===== config.mk =====
export PLATFORM = sky130hd
export DESIGN_NAME = io_out_collector
export DESIGN_NICKNAME = d
export VERILOG_FILES = /design/src/rtl/io_out_collector.sv
export SDC_FILE = /design/constraint.sdc
export NUM_CORES = 1
export LEC_CHECK = 0
export ABC_AREA = 1
export CAP_MARGIN = 20
export CORE_UTILIZATION = 65
export CTS_CLUSTER_SIZE = 40
export DETAILED_ROUTE_END_ITERATION = 10
export GPL_TIMING_DRIVEN = 0
export PLACE_DENSITY = 0.84
export SLEW_MARGIN = 30
export SYNTH_ARGS = -nofsm -noshare
export SYNTH_HDL_FRONTEND = slang
export SYNTH_SLANG_ARGS = --single-unit

===== constraint.sdc =====
create_clock -name clock -period 4.86 [get_ports clock]
set_clock_uncertainty 0.15 [all_clocks]
set_input_delay 0.486 -clock clock [delete_from_list [all_inputs] [get_ports clock]]
set_output_delay 0.486 -clock clock [all_outputs]
set_load 0.1 [all_outputs]

===== src/rtl/io_out_collector.sv =====
`default_nettype none
// +--------------------------------------------------------------------------+
// | Module   : io_out_collector                                              |
// | Purpose  : CPU output front-end. Raises the CPU start strobe after a     |
// |            programmable delay, captures every flagged CPU output word    |
// |            into a FIFO and drains it over a valid/ready stream.          |
// | Ports    : clock/reset      - clock, async active-low reset              |
// |            enable/startIO   - start sequencer arm / start strobe to CPU  |
// |            outFlag/out      - CPU output-valid flag and word             |
// |            dataOut/dataValid/dataReady - FWFT stream to the consumer     |
// |            level            - FIFO occupancy 0..DEPTH                    |
// |            captured         - saturating count of accepted words         |
// |            overflow/clearOverflow - sticky overflow flag and its clear   |
// | Revision : 1.0 - initial release                                         |
// +--------------------------------------------------------------------------+
module io_out_collector #(
  parameter int WIDTH       = 24,
  parameter int DEPTH       = 16,
  parameter int CNTWIDTH    = 24,
  parameter int START_DELAY = 481030,
  parameter bit OVERWRITE   = 1'b0
) (
  input  logic                     clock,
  input  logic                     reset,
  input  logic                     enable,
  output logic                     startIO,
  input  logic                     outFlag,
  input  logic [WIDTH-1:0]         out,
  output logic [WIDTH-1:0]         dataOut,
  output logic                     dataValid,
  input  logic                     dataReady,
  output logic [$clog2(DEPTH):0]   level,
  output logic [CNTWIDTH-1:0]      captured,
  output logic                     overflow,
  input  logic                     clearOverflow
);

  localparam int                  c_aw         = $clog2(DEPTH);
  localparam logic [c_aw:0]       c_depth      = (c_aw+1)'(DEPTH);
  // Only meaningful when START_DELAY > 0; the IDLE state bypasses COUNT otherwise.
  localparam logic [CNTWIDTH-1:0] c_delay_last = CNTWIDTH'(START_DELAY - 1);
  localparam logic [CNTWIDTH-1:0] c_cap_max    = '1;

  // --------------------------------------------------------------------------
  // Start sequencer
  // --------------------------------------------------------------------------
  typedef enum logic [1:0] {
    ST_IDLE  = 2'd0,
    ST_COUNT = 2'd1,
    ST_RUN   = 2'd2
  } state_t;

  state_t              state_q, state_d;
  logic [CNTWIDTH-1:0] dly_cnt_q, dly_cnt_d;
  logic                start_io_q, start_io_d;

  always_comb begin
    state_d   = state_q;
    dly_cnt_d = dly_cnt_q;
    case (state_q)
      ST_IDLE: begin
        if (enable) begin
          dly_cnt_d = '0;
          state_d   = (START_DELAY == 0) ? ST_RUN : ST_COUNT;
        end
      end
      ST_COUNT: begin
        // Losing enable aborts the countdown even on its final cycle.
        if (!enable) begin
          state_d   = ST_IDLE;
          dly_cnt_d = '0;
        end else if (dly_cnt_q == c_delay_last) begin
          state_d = ST_RUN;
        end else begin
          dly_cnt_d = dly_cnt_q + 1'b1;
        end
      end
      ST_RUN:  state_d = ST_RUN;
      default: state_d = ST_IDLE;
    endcase
    // Registered copy of the RUN state: the strobe appears one edge after RUN
    // is entered, giving START_DELAY+1 edges from the first enable sample.
    start_io_d = (state_q == ST_RUN);
  end

  // --------------------------------------------------------------------------
  // Capture FIFO
  // --------------------------------------------------------------------------
  logic [WIDTH-1:0]    mem_q [DEPTH];
  logic [c_aw-1:0]     wr_ptr_q, wr_ptr_d;
  logic [c_aw-1:0]     rd_ptr_q, rd_ptr_d;
  logic [c_aw:0]       level_q, level_d;
  logic [CNTWIDTH-1:0] captured_q, captured_d;
  logic                overflow_q, overflow_d;

  logic full_w, empty_w, do_read_w, do_write_w, ovf_event_w, evict_w;

  always_comb begin
    full_w      = (level_q == c_depth);
    empty_w     = (level_q == '0);
    do_read_w   = !empty_w && dataReady;
    // A full FIFO still accepts a word when the head is leaving this cycle,
    // or unconditionally in overwrite mode.
    do_write_w  = outFlag && (!full_w || do_read_w || OVERWRITE);
    ovf_event_w = outFlag && full_w && !do_read_w;
    // Overwrite of the oldest entry: the read pointer must skip it.
    evict_w     = do_write_w && full_w && !do_read_w;

    wr_ptr_d = do_write_w ? wr_ptr_q + 1'b1 : wr_ptr_q;
    rd_ptr_d = (do_read_w || evict_w) ? rd_ptr_q + 1'b1 : rd_ptr_q;

    level_d = level_q;
    if (do_write_w && !do_read_w && !full_w) begin
      level_d = level_q + 1'b1;
    end else if (do_read_w && !do_write_w) begin
      level_d = level_q - 1'b1;
    end

    captured_d = captured_q;
    if (do_write_w && (captured_q != c_cap_max)) begin
      captured_d = captured_q + 1'b1;
    end

    // A same-cycle overflow event takes priority over the clear.
    if (ovf_event_w) begin
      overflow_d = 1'b1;
    end else if (clearOverflow) begin
      overflow_d = 1'b0;
    end else begin
      overflow_d = overflow_q;
    end
  end

  always_ff @(posedge clock or negedge reset) begin
    if (!reset) begin
      state_q    <= ST_IDLE;
      dly_cnt_q  <= '0;
      start_io_q <= 1'b0;
      wr_ptr_q   <= '0;
      rd_ptr_q   <= '0;
      level_q    <= '0;
      captured_q <= '0;
      overflow_q <= 1'b0;
    end else begin
      state_q    <= state_d;
      dly_cnt_q  <= dly_cnt_d;
      start_io_q <= start_io_d;
      wr_ptr_q   <= wr_ptr_d;
      rd_ptr_q   <= rd_ptr_d;
      level_q    <= level_d;
      captured_q <= captured_d;
      overflow_q <= overflow_d;
    end
  end

  // Storage is not reset; contents are only visible while dataValid is high.
  always_ff @(posedge clock) begin
    if (do_write_w) begin
      mem_q[wr_ptr_q] <= out;
    end
  end

  assign startIO   = start_io_q;
  assign dataOut   = mem_q[rd_ptr_q];
  assign dataValid = !empty_w;
  assign level     = level_q;
  assign captured  = captured_q;
  assign overflow  = overflow_q;

endmodule
`default_nettype wire


==> metrics.yaml <==
final_nets: 1906
rsz0062_at_grt: "no"
place_area_um2: 21100
io_buffer_count: 84
crit_fanout: 10
worstSetupEndpointType: "output port"
cts_buffer_depth: 3
syn_area_um2: 19200
hold_viol_final: 0
switching_power_mw: 7.36
cp.required_ns: 4.22
grt_remaining_overflow: 0
routed_via_density: 6.65
slew_viol_final: 0
synth_nets: 1757
p_leak_nw: 7.83
core_um2: 28900
final_area_um2: 22500
detail-route-antenna-nets: 0
firstDrtPassIters: 8
arrival_ns: 4.05
tightest_slew_ns: 1.09
clkSinkCount: 449
worstHoldStart: "enable"
cap_violations: 0
syn_avg_cell_area_um2: 11.2
hold_depth: 3
clkLatencyLatePin_ns: 0.55
r2r-end: "level[4]$_DFFE_PN0P_"
yosysWarnings: 0
yosys.cell_types.count: 37
ys_ff_latch: 449
vias: 15200
gp_congestion: 0.903
r2r_cells: 13
slew_headroom: 0.274
pwr_density_cell_nw_per_um2: 691
netlist_instances: 1715
totalNegativeSetupSlack_ns: 0
max_freq_mhz: 213
timing.final.crit_period_ns: 4.69
track_usage: 0.393
cts_made_buffers: 45
hpwl_mm: 36.0
ys_seq_area_frac: 0.686
r2r_start: "level[0]$_DFFE_PN0P_"
clkPwrFrac: 0.223
swShare: 0.472
p_int_mw: 8.22
die_area_um2: 30200
hold_class: "in2reg"
min_period_over_period: 0.965
ir_drop_mv: 0.619
path_class: "reg2out"
io-pin-count: 86
p_comb_frac: 0.466
h-tree-depth: 2
setup_violations: 0
root_buffer: "clkbuf_16"
drt_iter0_markers: 2716
min_to: "dly_cnt_q[16]$_DFFE_PN0P_"
grt_max_degree: 43
die_w_um: 174
initial_core_util: 0.665
syn2layout_area_growth_pct: 17.5
antenna_found_initial: 2
drc: 0
die_h_um: 174
power_frac_seq: 0.311
rows: 62
clk_pin_slew_ns: 0.07
final_core_util: 0.781
rrSetupSlack_ns: 1.87
status: "finished clean"
cts_tree: "built"
start_kind: "register"
wl_per_cell_um: 25.9
grt_pass1_wl_mm: 87.0
grt_pass1_vias: 14800
drive_above_1_share: 0.0816
routed_wl_mm: 59.3
worst max-delay path: stages (launching register included):
cell             delay (ns)
dfrtp_1                0.46
buf_2                  0.25
clkbuf_1               0.62
o21ai_0                0.29
o211ai_1               0.30
o211ai_1               0.24
nand2_1                0.18
clkdlybuf4s50_1        1.15
layout by cell type, fill, tap and decap left out, types with 12 or more instances in the layout:
| cell | n |
|---|---|
| o211ai_1 | 96 |
| buf_2 | 25 |
| clkdlybuf4s50_1 | 83 |
| nor2_4 | 18 |
| o21ai_0 | 239 |
| dfrtp_1 | 65 |
| nor3_1 | 18 |
| inv_1 | 66 |
| clkbuf_1 | 55 |
| edfxtp_1 | 384 |
| nand4_1 | 24 |
| nand3_1 | 57 |
| o21ai_1 | 12 |
| nand2_1 | 220 |
| xor2_1 | 23 |
| clkinv_1 | 15 |
| buf_16 | 15 |
| clkbuf_16 | 46 |
| nor2_1 | 354 |
metal layers:
metal | wire, um | vias to the layer above | share of wire | GRT usage
met5 | 13 | - | 0.00022 | 0
met4 | 3440 | 2 | 0.058 | 0.212
met3 | 9150 | 324 | 0.15 | 0.114
met2 | 26700 | 1434 | 0.45 | 0.599
met1 | 20000 | 7074 | 0.34 | 0.514
li1 | - | 6355 | - | -
stage by stage:
stage	hold slack [ns]	cells	total power [mW]	worst slack [ns]
after floorplan	0.0404	1715	9.43	0.875
after CTS	0.179	2283	15.3	0.337
after detailed placement	0.283	2200	11.7	1.01
after global routing	0.215	2284	15.9	0.129
final	0.189	2284	15.6	0.171
after global placement	0.296	2183	11.3	0.493
state kept, by name, summed over array words and instances (netlist names):
register	flops
mem_q	384
captured	24
level	5
state_q	2
rd_ptr_q	4
startIO	1
overflow	1
wr_ptr_q	4
dly_cnt_q	24
kinds of logic (layout without fill, tap and decap cells):
family	Yosys count	after routing	synth area share
other	0	1	0
buffers and inverters	162	346	0.0350
adders and majority gates	12	12	0.00822
and+or+nand+nor	705	705	0.150
DFF	449	449	0.686
xor gates and xnor gates	24	24	0.0110
AOI/OAI and AO/OA	363	363	0.110
final cells by class:
| class | count | area [um2] |
|---|---|---|
| buffer | 87 | 388 |
| tap | 384 | 480 |
| multi-input combinational | 1104 | 5470 |
| fill | 1651 | 6310 |
| clock inverter | 26 | 248 |
| sequential | 449 | 13200 |
| antenna | 1 | 2.50 |
| timing repair buffer | 102 | 1300 |
| clock buffer | 56 | 1220 |
| inverter | 75 | 284 |
Yosys cell counts:
cell type | number | area, um2
nand3b_1 | 3 | 22.5
or2_2 | 1 | 6.26
o21ai_1 | 12 | 60.1
and2_1 | 1 | 6.26
nor3_4 | 1 | 16.3
buf_6 | 3 | 33.8
dfrtp_1 | 65 | 1630
nor3_1 | 18 | 90.1
nor2_1 | 370 | 1390
o21ai_0 | 239 | 1200
inv_2 | 5 | 18.8
a21oi_1 | 1 | 5.00
nor3b_1 | 1 | 7.51
nand2_2 | 4 | 25.0
inv_4 | 1 | 6.26
buf_4 | 2 | 15.0
nand2_4 | 1 | 11.3
buf_2 | 25 | 125
xor2_1 | 23 | 201
a21o_1 | 1 | 7.51
edfxtp_1 | 384 | 11500
nor2_4 | 2 | 22.5
o21ai_2 | 11 | 96.3
clkinv_1 | 3 | 11.3
fa_1 | 1 | 20.0
inv_1 | 66 | 248
ha_1 | 11 | 138
o211ai_1 | 96 | 721
nor3_2 | 2 | 20.0
xnor2_1 | 1 | 8.76
o22ai_1 | 1 | 6.26
nand4_1 | 24 | 150
buf_1 | 9 | 33.8
nand2_1 | 220 | 826
nand3_1 | 57 | 285
o21bai_1 | 2 | 15.0
clkbuf_1 | 48 | 180
power groups by stage:
stage,sequential (mW),combinational (mW),clock (mW)
floorplan,5.38,4.05,0
finish,4.84,7.26,3.48
detailed placement,4.90,6.84,0
global route,4.86,7.43,3.62
CTS,4.83,7.01,3.45
global placement,4.90,6.43,0
timing repair:
action                    in CTS  in global routing
hold endpoints to repair      23                  0
resized for setup              0                  0
buffers inserted               0                  0
hold buffers                   1                  0
worst max path at each step:
stage               slack, ns                    end               startpoint  depth (start not counted)
floorplan                0.88   level[4]$_DFFE_PN0P_     level[0]$_DFFE_PN0P_                         13
global placement         0.49  mem_q[7][8]$_DFFE_PP_                  outFlag                          5
detailed placement       1.01            dataOut[16]  rd_ptr_q[0]$_DFFE_PN0P_                         10
CTS                      0.34            dataOut[16]  rd_ptr_q[0]$_DFFE_PN0P_                         10
global route             0.13            dataOut[16]  rd_ptr_q[0]$_DFFE_PN0P_                         10
finish                   0.17            dataOut[16]  rd_ptr_q[1]$_DFFE_PN0P_                          7
(Power assumes the default switching activity.)
